## config.mk

```make
export PLATFORM = sky130hd
export DESIGN_NAME = pred_unit_arbiter
export DESIGN_NICKNAME = d
export VERILOG_FILES = /design/src/rtl/pred_unit_arbiter.sv
export SDC_FILE = /design/constraint.sdc
export NUM_CORES = 1
export LEC_CHECK = 0
export CORE_MARGIN = 1
export CORE_UTILIZATION = 44
export DETAILED_ROUTE_END_ITERATION = 10
export PLACE_DENSITY_LB_ADDON = 0.12
export SYNTH_ARGS = -nofsm -noshare
export SYNTH_HDL_FRONTEND = slang
export SYNTH_SLANG_ARGS = --single-unit
export TNS_END_PERCENT = 5
```

## constraint.sdc

```tcl
create_clock -name clk -period 2.32 [get_ports clk]
set_input_delay 0.464 -clock clk [delete_from_list [all_inputs] [get_ports clk]]
set_output_delay 0.464 -clock clk [all_outputs]
set_load 0.05 [all_outputs]
```

## src/rtl/pred_unit_arbiter.sv

```systemverilog
// rtl/pred_unit_arbiter.sv - round-robin arbiter sharing one combinational bit-predicate unit
module pred_unit_arbiter #(
  parameter int NREQ   = 4,
  parameter int W      = 8,
  parameter int SETTLE = 1,
  localparam int IDW   = (NREQ > 1) ? $clog2(NREQ) : 1
) (
  input  logic              clk,
  input  logic              rst_n,
  input  logic [NREQ-1:0]   req_valid,
  input  logic [NREQ*W-1:0] req_data,
  output logic [NREQ-1:0]   req_ready,
  output logic [W-1:0]      pred_in,
  input  logic              pred_out,
  output logic              rsp_valid,
  output logic [IDW-1:0]    rsp_id,
  output logic              rsp_data,
  input  logic              rsp_ready,
  output logic              busy,
  input  logic              cnt_clr,
  output logic [15:0]       hit_count
);

  localparam logic [1:0] S_IDLE   = 2'd0;
  localparam logic [1:0] S_SETTLE = 2'd1;
  localparam logic [1:0] S_RESP   = 2'd2;

  logic [1:0]     state;
  logic [IDW-1:0] ptr;
  logic [3:0]     cnt;
  logic           any_req;
  logic [IDW-1:0] gnt_idx;
  logic [W-1:0]   gnt_data;
  logic           rsp_fire;

  // Search upward from ptr+1; the sum is one bit wider so the wrap needs no modulo.
  always_comb begin
    logic [IDW:0] cand;
    any_req = 1'b0;
    gnt_idx = ptr;
    cand    = '0;
    for (int k = 1; k <= NREQ; k++) begin
      cand = {1'b0, ptr} + (IDW+1)'(k);
      if (cand >= (IDW+1)'(NREQ))
        cand = cand - (IDW+1)'(NREQ);
      if (!any_req && req_valid[cand[IDW-1:0]]) begin
        any_req = 1'b1;
        gnt_idx = cand[IDW-1:0];
      end
    end
  end

  always_comb begin
    gnt_data = '0;
    for (int i = 0; i < NREQ; i++)
      if (IDW'(i) == gnt_idx)
        gnt_data = req_data[i*W +: W];
  end

  always_comb begin
    req_ready = '0;
    if (state == S_IDLE && any_req)
      req_ready[gnt_idx] = 1'b1;
  end

  assign rsp_valid = (state == S_RESP);
  assign busy      = (state != S_IDLE);
  assign rsp_fire  = rsp_valid && rsp_ready;

  always_ff @(posedge clk or negedge rst_n) begin
    if (!rst_n) begin
      state    <= S_IDLE;
      ptr      <= IDW'(NREQ - 1);
      cnt      <= '0;
      pred_in  <= '0;
      rsp_id   <= '0;
      rsp_data <= 1'b0;
    end else begin
      case (state)
        S_IDLE: begin
          if (any_req) begin
            pred_in <= gnt_data;
            rsp_id  <= gnt_idx;
            ptr     <= gnt_idx;
            cnt     <= 4'(SETTLE - 1);
            state   <= S_SETTLE;
          end
        end
        S_SETTLE: begin
          if (cnt == 4'd0) begin
            rsp_data <= pred_out;
            state    <= S_RESP;
          end else begin
            cnt <= cnt - 4'd1;
          end
        end
        S_RESP: begin
          if (rsp_fire)
            state <= S_IDLE;
        end
        default: state <= S_IDLE;
      endcase
    end
  end

  // Clear wins over a simultaneous hit.
  always_ff @(posedge clk or negedge rst_n) begin
    if (!rst_n)
      hit_count <= '0;
    else if (cnt_clr)
      hit_count <= '0;
    else if (rsp_fire && rsp_data && hit_count != 16'hFFFF)
      hit_count <= hit_count + 16'd1;
  end

endmodule

```

# Word level (Yosys, flattened, before mapping)

Cells that the tools add are included.

Register bits: 35

Add/sub/neg operators: 10
$lt $le $gt $ge: 10
Equality and inequality tests: 10
Mux-type cells: 36
Reduce and logical (&&, ||, !) cells: 21

Operators by type and width:

| kind                    | number |
|---|---|
| $mux W16                | 2 |
| $mux W8                 | 4 |
| $mux W2                 | 11 |
| $add A16 B1 Y16 const B | 1 |
| $ne A16 B16 Y1 const B  | 1 |
| $lt A2 B3 Y1 const B    | 5 |
| $ge A3 B3 Y1 const B    | 4 |
| $mux W4                 | 3 |
| $mux W1                 | 9 |
| $bmux W1 S2             | 4 |
| $logic_and A1 B1 Y1     | 8 |
| $pmux W4 S2             | 1 |
| $sub A2 B1 Y2 const B   | 4 |
| $add A2 B2 Y3 const B   | 2 |
| $ne A2 B2 Y1 const B    | 3 |
| $pmux W2 S3             | 1 |
| $reduce_and A3 Y1       | 2 |
| $reduce_bool A2 Y1      | 3 |
| $eq A2 B2 Y1 const A    | 2 |
| $logic_not A2 Y1        | 2 |
| $logic_not A4 Y1        | 1 |
| $reduce_and A2 Y1       | 2 |
| $sub A4 B1 Y4 const B   | 1 |
| $add A2 B1 Y3 const B   | 1 |
| other kinds (8)         | 10 |

# Depth between registers and ports, before layout

Word-level depth: 20
Depth in mapped cells: 7
Mapped depth without buffers: 7

# Least setup slack after synthesis

OpenSTA, ideal clock, no wires.

Path kind: register to output
Start: register state[1]
End: output port req_ready[0]
Data arrival time: 2137 ps
Required time: 1856 ps
Slack: -281 ps
Cell stages (with the launch flop): 6
Path buffers: 1
Cell sequence: dfrtp_1 or2_2 nor2_1 nand2_1 clkbuf_1 nor2_1

Word-level cells in the longest chain between the ends: 3

RTL lines:

| what                   | line | source |
|---|---|---|
| start, declared        | 28   | `logic [1:0] state;` |
| start signal, assigned | 72   | `state <= S_IDLE;` |
| start signal, assigned | 86   | `state <= S_SETTLE;` |
| start signal, assigned | 92   | `state <= S_RESP;` |
| $logic_not A2 Y1       | 62   | `if (state == S_IDLE && any_req)` |
| $logic_and A1 B1 Y1    | 62   |  |
| $mux W4                | 62   |  |
| end, declared          | 12   | `output logic [NREQ-1:0] req_ready,` |

Every way passes these cells.

# Final worst setup path

Start: register ptr[0]
End: output port req_ready[2]

Word-level cells in the longest chain between the ends: 20

RTL lines:

| what                                                               | line   | source |
|---|---|---|
| start, declared                                                    | 29     | `logic [IDW-1:0] ptr;` |
| start signal, assigned                                             | 73     | `ptr <= IDW'(NREQ - 1);` |
| start signal, assigned                                             | 84     | `ptr <= gnt_idx;` |
| $add A2 B1 Y3                                                      | 43     | `cand = {1'b0, ptr} + (IDW+1)'(k);` |
| $ge A3 B3 Y1 or $sub A2 B1 Y2 (tied branches)                      | 44, 45 |  |
| $mux W2                                                            | 44     | `if (cand >= (IDW+1)'(NREQ))` |
| $bmux W1 S2                                                        | 46     | `if (!any_req && req_valid[cand[IDW-1:0]]) begin` |
| $mux W1 (implied by the code)                                      | 46     |  |
| $mux W1                                                            | 46     |  |
| $logic_not A1 Y1                                                   | 46     |  |
| $logic_and A1 B1 Y1                                                | 46     |  |
| [... 4 more ...]                                                   | -      |  |
| $logic_not A1 Y1                                                   | 46     |  |
| $logic_and A1 B1 Y1                                                | 46     |  |
| $mux W2                                                            | 46     |  |
| $lt A2 B3 Y1 (implied by the code) or $ge A2 B1 Y1 (tied branches) | 63     | `req_ready[gnt_idx] = 1'b1;` |
| $logic_and A1 B1 Y1 (implied by the code)                          | 63     |  |
| $mux W1 (implied by the code)                                      | 63     |  |
| $demux W1 S2                                                       | 63     |  |
| $mux W4 *                                                          | 62     |  |

Every way passes the cells marked *; elsewhere a longest branch is shown, timed or not. The select of a mux whose other input is x is not followed.

==> flow_summary.json <==
{
  "tritoncts": "done",
  "yosysTopAreaCell": "dfrtp_1",
  "htree_levels": 2,
  "synth_edf_count": 0,
  "nNetsFinal": 330,
  "drcViolationCount": 0,
  "track_usage": 0.242,
  "antenna_found_initial": 0,
  "place_inst": 326,
  "fin_crit_sh": 0.985,
  "routed_wl_mm": 4.93,
  "final_max_slew_viol_count": 0,
  "path_class": "reg -> out",
  "status": "completed",
  "crit_path_start_kind": "flip-flop",
  "wl_per_cell_um": 14.6,
  "fin_worst_skew_ns": 0.00761,
  "grt_overflow": 0,
  "grt_pass1_wl_mm": 7.96,
  "setup_tns_ns": 0,
  "cts_hold_buf": 0,
  "place.detailed.hpwl_mm": 3.71,
  "setup_viol": 0,
  "hold_ws_ns": 0.487,
  "endpoint_kind": "output port",
  "antenna_left": 0,
  "coreArea_um2": 4060,
  "cellLeakagePower_nw": 1.33,
  "hold_class": "reg -> reg",
  "yosys.area.top_type_share": 0.435,
  "numCtsBuffers": 5,
  "num_vias": 1835,
  "clock.fmax_ghz": 0.438,
  "fp.dieH_um": 67.7,
  "via_per_inst": 5.43,
  "synth_area_um2": 1900,
  "path_delay_family": "flip-flops",
  "ys_seq_area_frac": 0.463,
  "ys_ff_latch": 35,
  "netlist-cell-type-count": 42,
  "hold_viol_final": 0,
  "grt_max_degree": 36,
  "path_buf_inv": 3,
  "nFillCells": 305,
  "initial_core_util": 0.467,
  "stdcell_count": 338,
  "cp.required_ns": 1.86,
  "slowest_delay_ns": 0.56,
  "first_global_vias": 1737,
  "cts_max_path_buffers": 2,
  "power.density_nw_per_um2": 1120,
  "cts.sinks": 35,
  "critPathMaxFanout": 5,
  "async_flop_share": 1.00,
  "portBuffers": 73,
  "finalCriticalPeriod_ns": 2.28,
  "die_w_um": 67.7,
  "diodes": 0,
  "synth.area.top_cells": "dfrtp_1 (44%), mux2i_1 (9.5%), nor2_1 (4.9%)",
  "cpMaxStageDelayCell": "dfstp_2",
  "postSynthCellCount": 197,
  "synth_ff_type": "dfrtp_1",
  "maxCapViolations": 0,
  "ys_warn_count": 0,
  "irDropWorstVdd_mv": 0.691,
  "clkLatencyLatePin_ns": 0.29,
  "layout-drive-gt1-share": 0.163,
  "syn_avg_cell_area_um2": 9.63,
  "syn2layout_area_growth_pct": 58.2,
  "worstMarginPinSlew_ns": 0.589,
  "slew_headroom": 0.606,
  "first_pass_iters": 4,
  "drt-initial-drc-count": 102,
  "cp_cell_sequence": "nand2b_4, nor2_2, buf_4, a221oi_4, inv_2, nor2_4, buf_12",
  "syn-num-nets": 240,
  "rows": 23,
  "gp_congestion": 0.901,
  "rsz0062_at_grt": "yes",
  "clkTransAtPathRegs_ns": 0.07,
  "dieArea_um2": 4580,
  "num_io_pins": 74,
  "root_buffer": "clkbuf_8",
  "cp.arrival_ns": 1.82
}
==> placed cells by master (no fill, tap or decap), types with 2 or more instances in the layout <==
master,instances
ha_1,2
a21oi_1,3
dfrtp_1,33
xnor2_1,2
nand2_1,19
nand2b_1,2
and3_1,3
nor3_1,3
o221ai_1,8
o21ai_2,2
o21ai_1,7
mux2i_1,18
clkbuf_1,2
o21a_1,4
nor2_4,5
o2111ai_1,2
dfstp_2,2
o211ai_1,3
nand3_1,4
xor2_1,10
or3_1,2
buf_12,5
nand4_1,4
nor4_1,3
clkdlybuf4s50_1,65
nor2_1,19
dlygate4sd2_1,3
o21ai_0,2
clkbuf_8,5
buf_4,16
inv_1,8
==> layer usage <==
layer  global-route usage  part of all wire  up-vias  routed length (um)
li1                     -                 -      878                   -
met1                0.300              0.44      888                2170
met2                0.396              0.50       60                2470
met3               0.0845             0.045        9                 221
met4               0.0638             0.015        0                  75
met5                    0                 0        -                   0
==> registers in the layout, summed over array words and instances, names as in the netlist <==
signal	flops
hit_count	16
state	2
ptr	2
pred_in	8
rsp_id	2
cnt	4
rsp_data	1
==> final cells by class <==
| cell class | instances | area [um2] | share of cell area |
|---|---|---|---|
| multi-input combinational | 145 | 1020 | 0.341 |
| timing repair buffer | 91 | 921 | 0.307 |
| sequential | 35 | 878 | 0.293 |
| clock buffer | 7 | 76.3 | 0.0254 |
| tap | 50 | 62.6 | 0.0209 |
| inverter | 9 | 33.8 | 0.0113 |
| clock inverter | 1 | 5.00 | 0.00167 |
==> final timing paths <==
path,from,end,slack [ns],cells after the start
max,ptr[0]$_DFFE_PN1N_,req_ready[2],0.04,7
min,rsp_id[1]$_DFFE_PN0N_,rsp_id[1]$_DFFE_PN0N_,0.49,2
max reg2reg,ptr[0]$_DFFE_PN1N_,pred_in[7]$_DFFE_PN0N_,0.33,8
min reg2reg,rsp_id[1]$_DFFE_PN0N_,rsp_id[1]$_DFFE_PN0N_,0.49,2
max in group asynchronous,rst_n,ptr[1]$_DFFE_PN1N_,1.40,2
min in group asynchronous,rst_n,hit_count[10]$_DFFE_PN0P_,0.58,2
==> report_power, final <==
| group | switching (mW) | internal (mW) |
|---|---|---|
| combinational | 1.15 | 0.894 |
| clock | 0.209 | 0.210 |
| sequential | 0.112 | 0.786 |
| total | 1.47 | 1.89 |
==> per-stage QoR <==
stage / instance area (um2) / setup WS (ns) / power [mW] / util
2_1_floorplan: 1900 / -0.179 / 2.06 / -
3_3_place_gp: 2830 / -0.104 / 2.77 / 0.698
3_5_place_dp: 2830 / -0.156 / 2.80 / 0.698
4_1_cts: 2960 / 0.00456 / 3.31 / 0.730
5_1_grt: 3000 / -0.0493 / 3.57 / 0.739
6_report: 3000 / 0.0352 / 3.36 / 0.739
==> cell usage after synthesis (2+ instances only) <==
master,n
xnor2_1,2
nor3_1,3
ha_1,2
mux2i_1,18
nor2_1,25
or3_1,2
buf_2,3
nand2_1,20
and3_1,3
o211ai_1,3
nor4_1,3
o21ai_0,4
inv_1,8
o2111ai_1,2
nand3_1,4
xor2_1,10
clkbuf_1,3
nand4_1,4
o221ai_1,8
o21ai_1,5
a21oi_1,3
dfrtp_1,33
nand2b_1,4
a221oi_1,2
dfstp_2,2
o21a_1,4
o21ai_2,2
==> worst min-delay path, stage by stage (launching register included) <==
cell     delay, ns
dfrtp_1       0.35
nand2_1       0.05
nand2_1       0.05
==> cells by family after synthesis <==
family | Yosys count | synth area share
AO/OA/AOI/OAI | 34 | 0.127
AND/OR/NAND/NOR | 78 | 0.203
adder cells (fa/ha/maj) | 2 | 0.0132
XOR/XNOR | 12 | 0.0554
flip-flops | 35 | 0.463
buffers and inverters | 17 | 0.0376
multiplexers | 19 | 0.101
==> timing repair <==
| action | CTS | global route |
|---|---|---|
| gates cloned | 0 | 0 |
| pin swaps | 5 | 3 |
| resized for setup | 15 | 5 |
| endpoints found under the setup margin | 4 | 4 |
| setup buffers | 2 | 2 |
(Power assumes the default switching activity.)
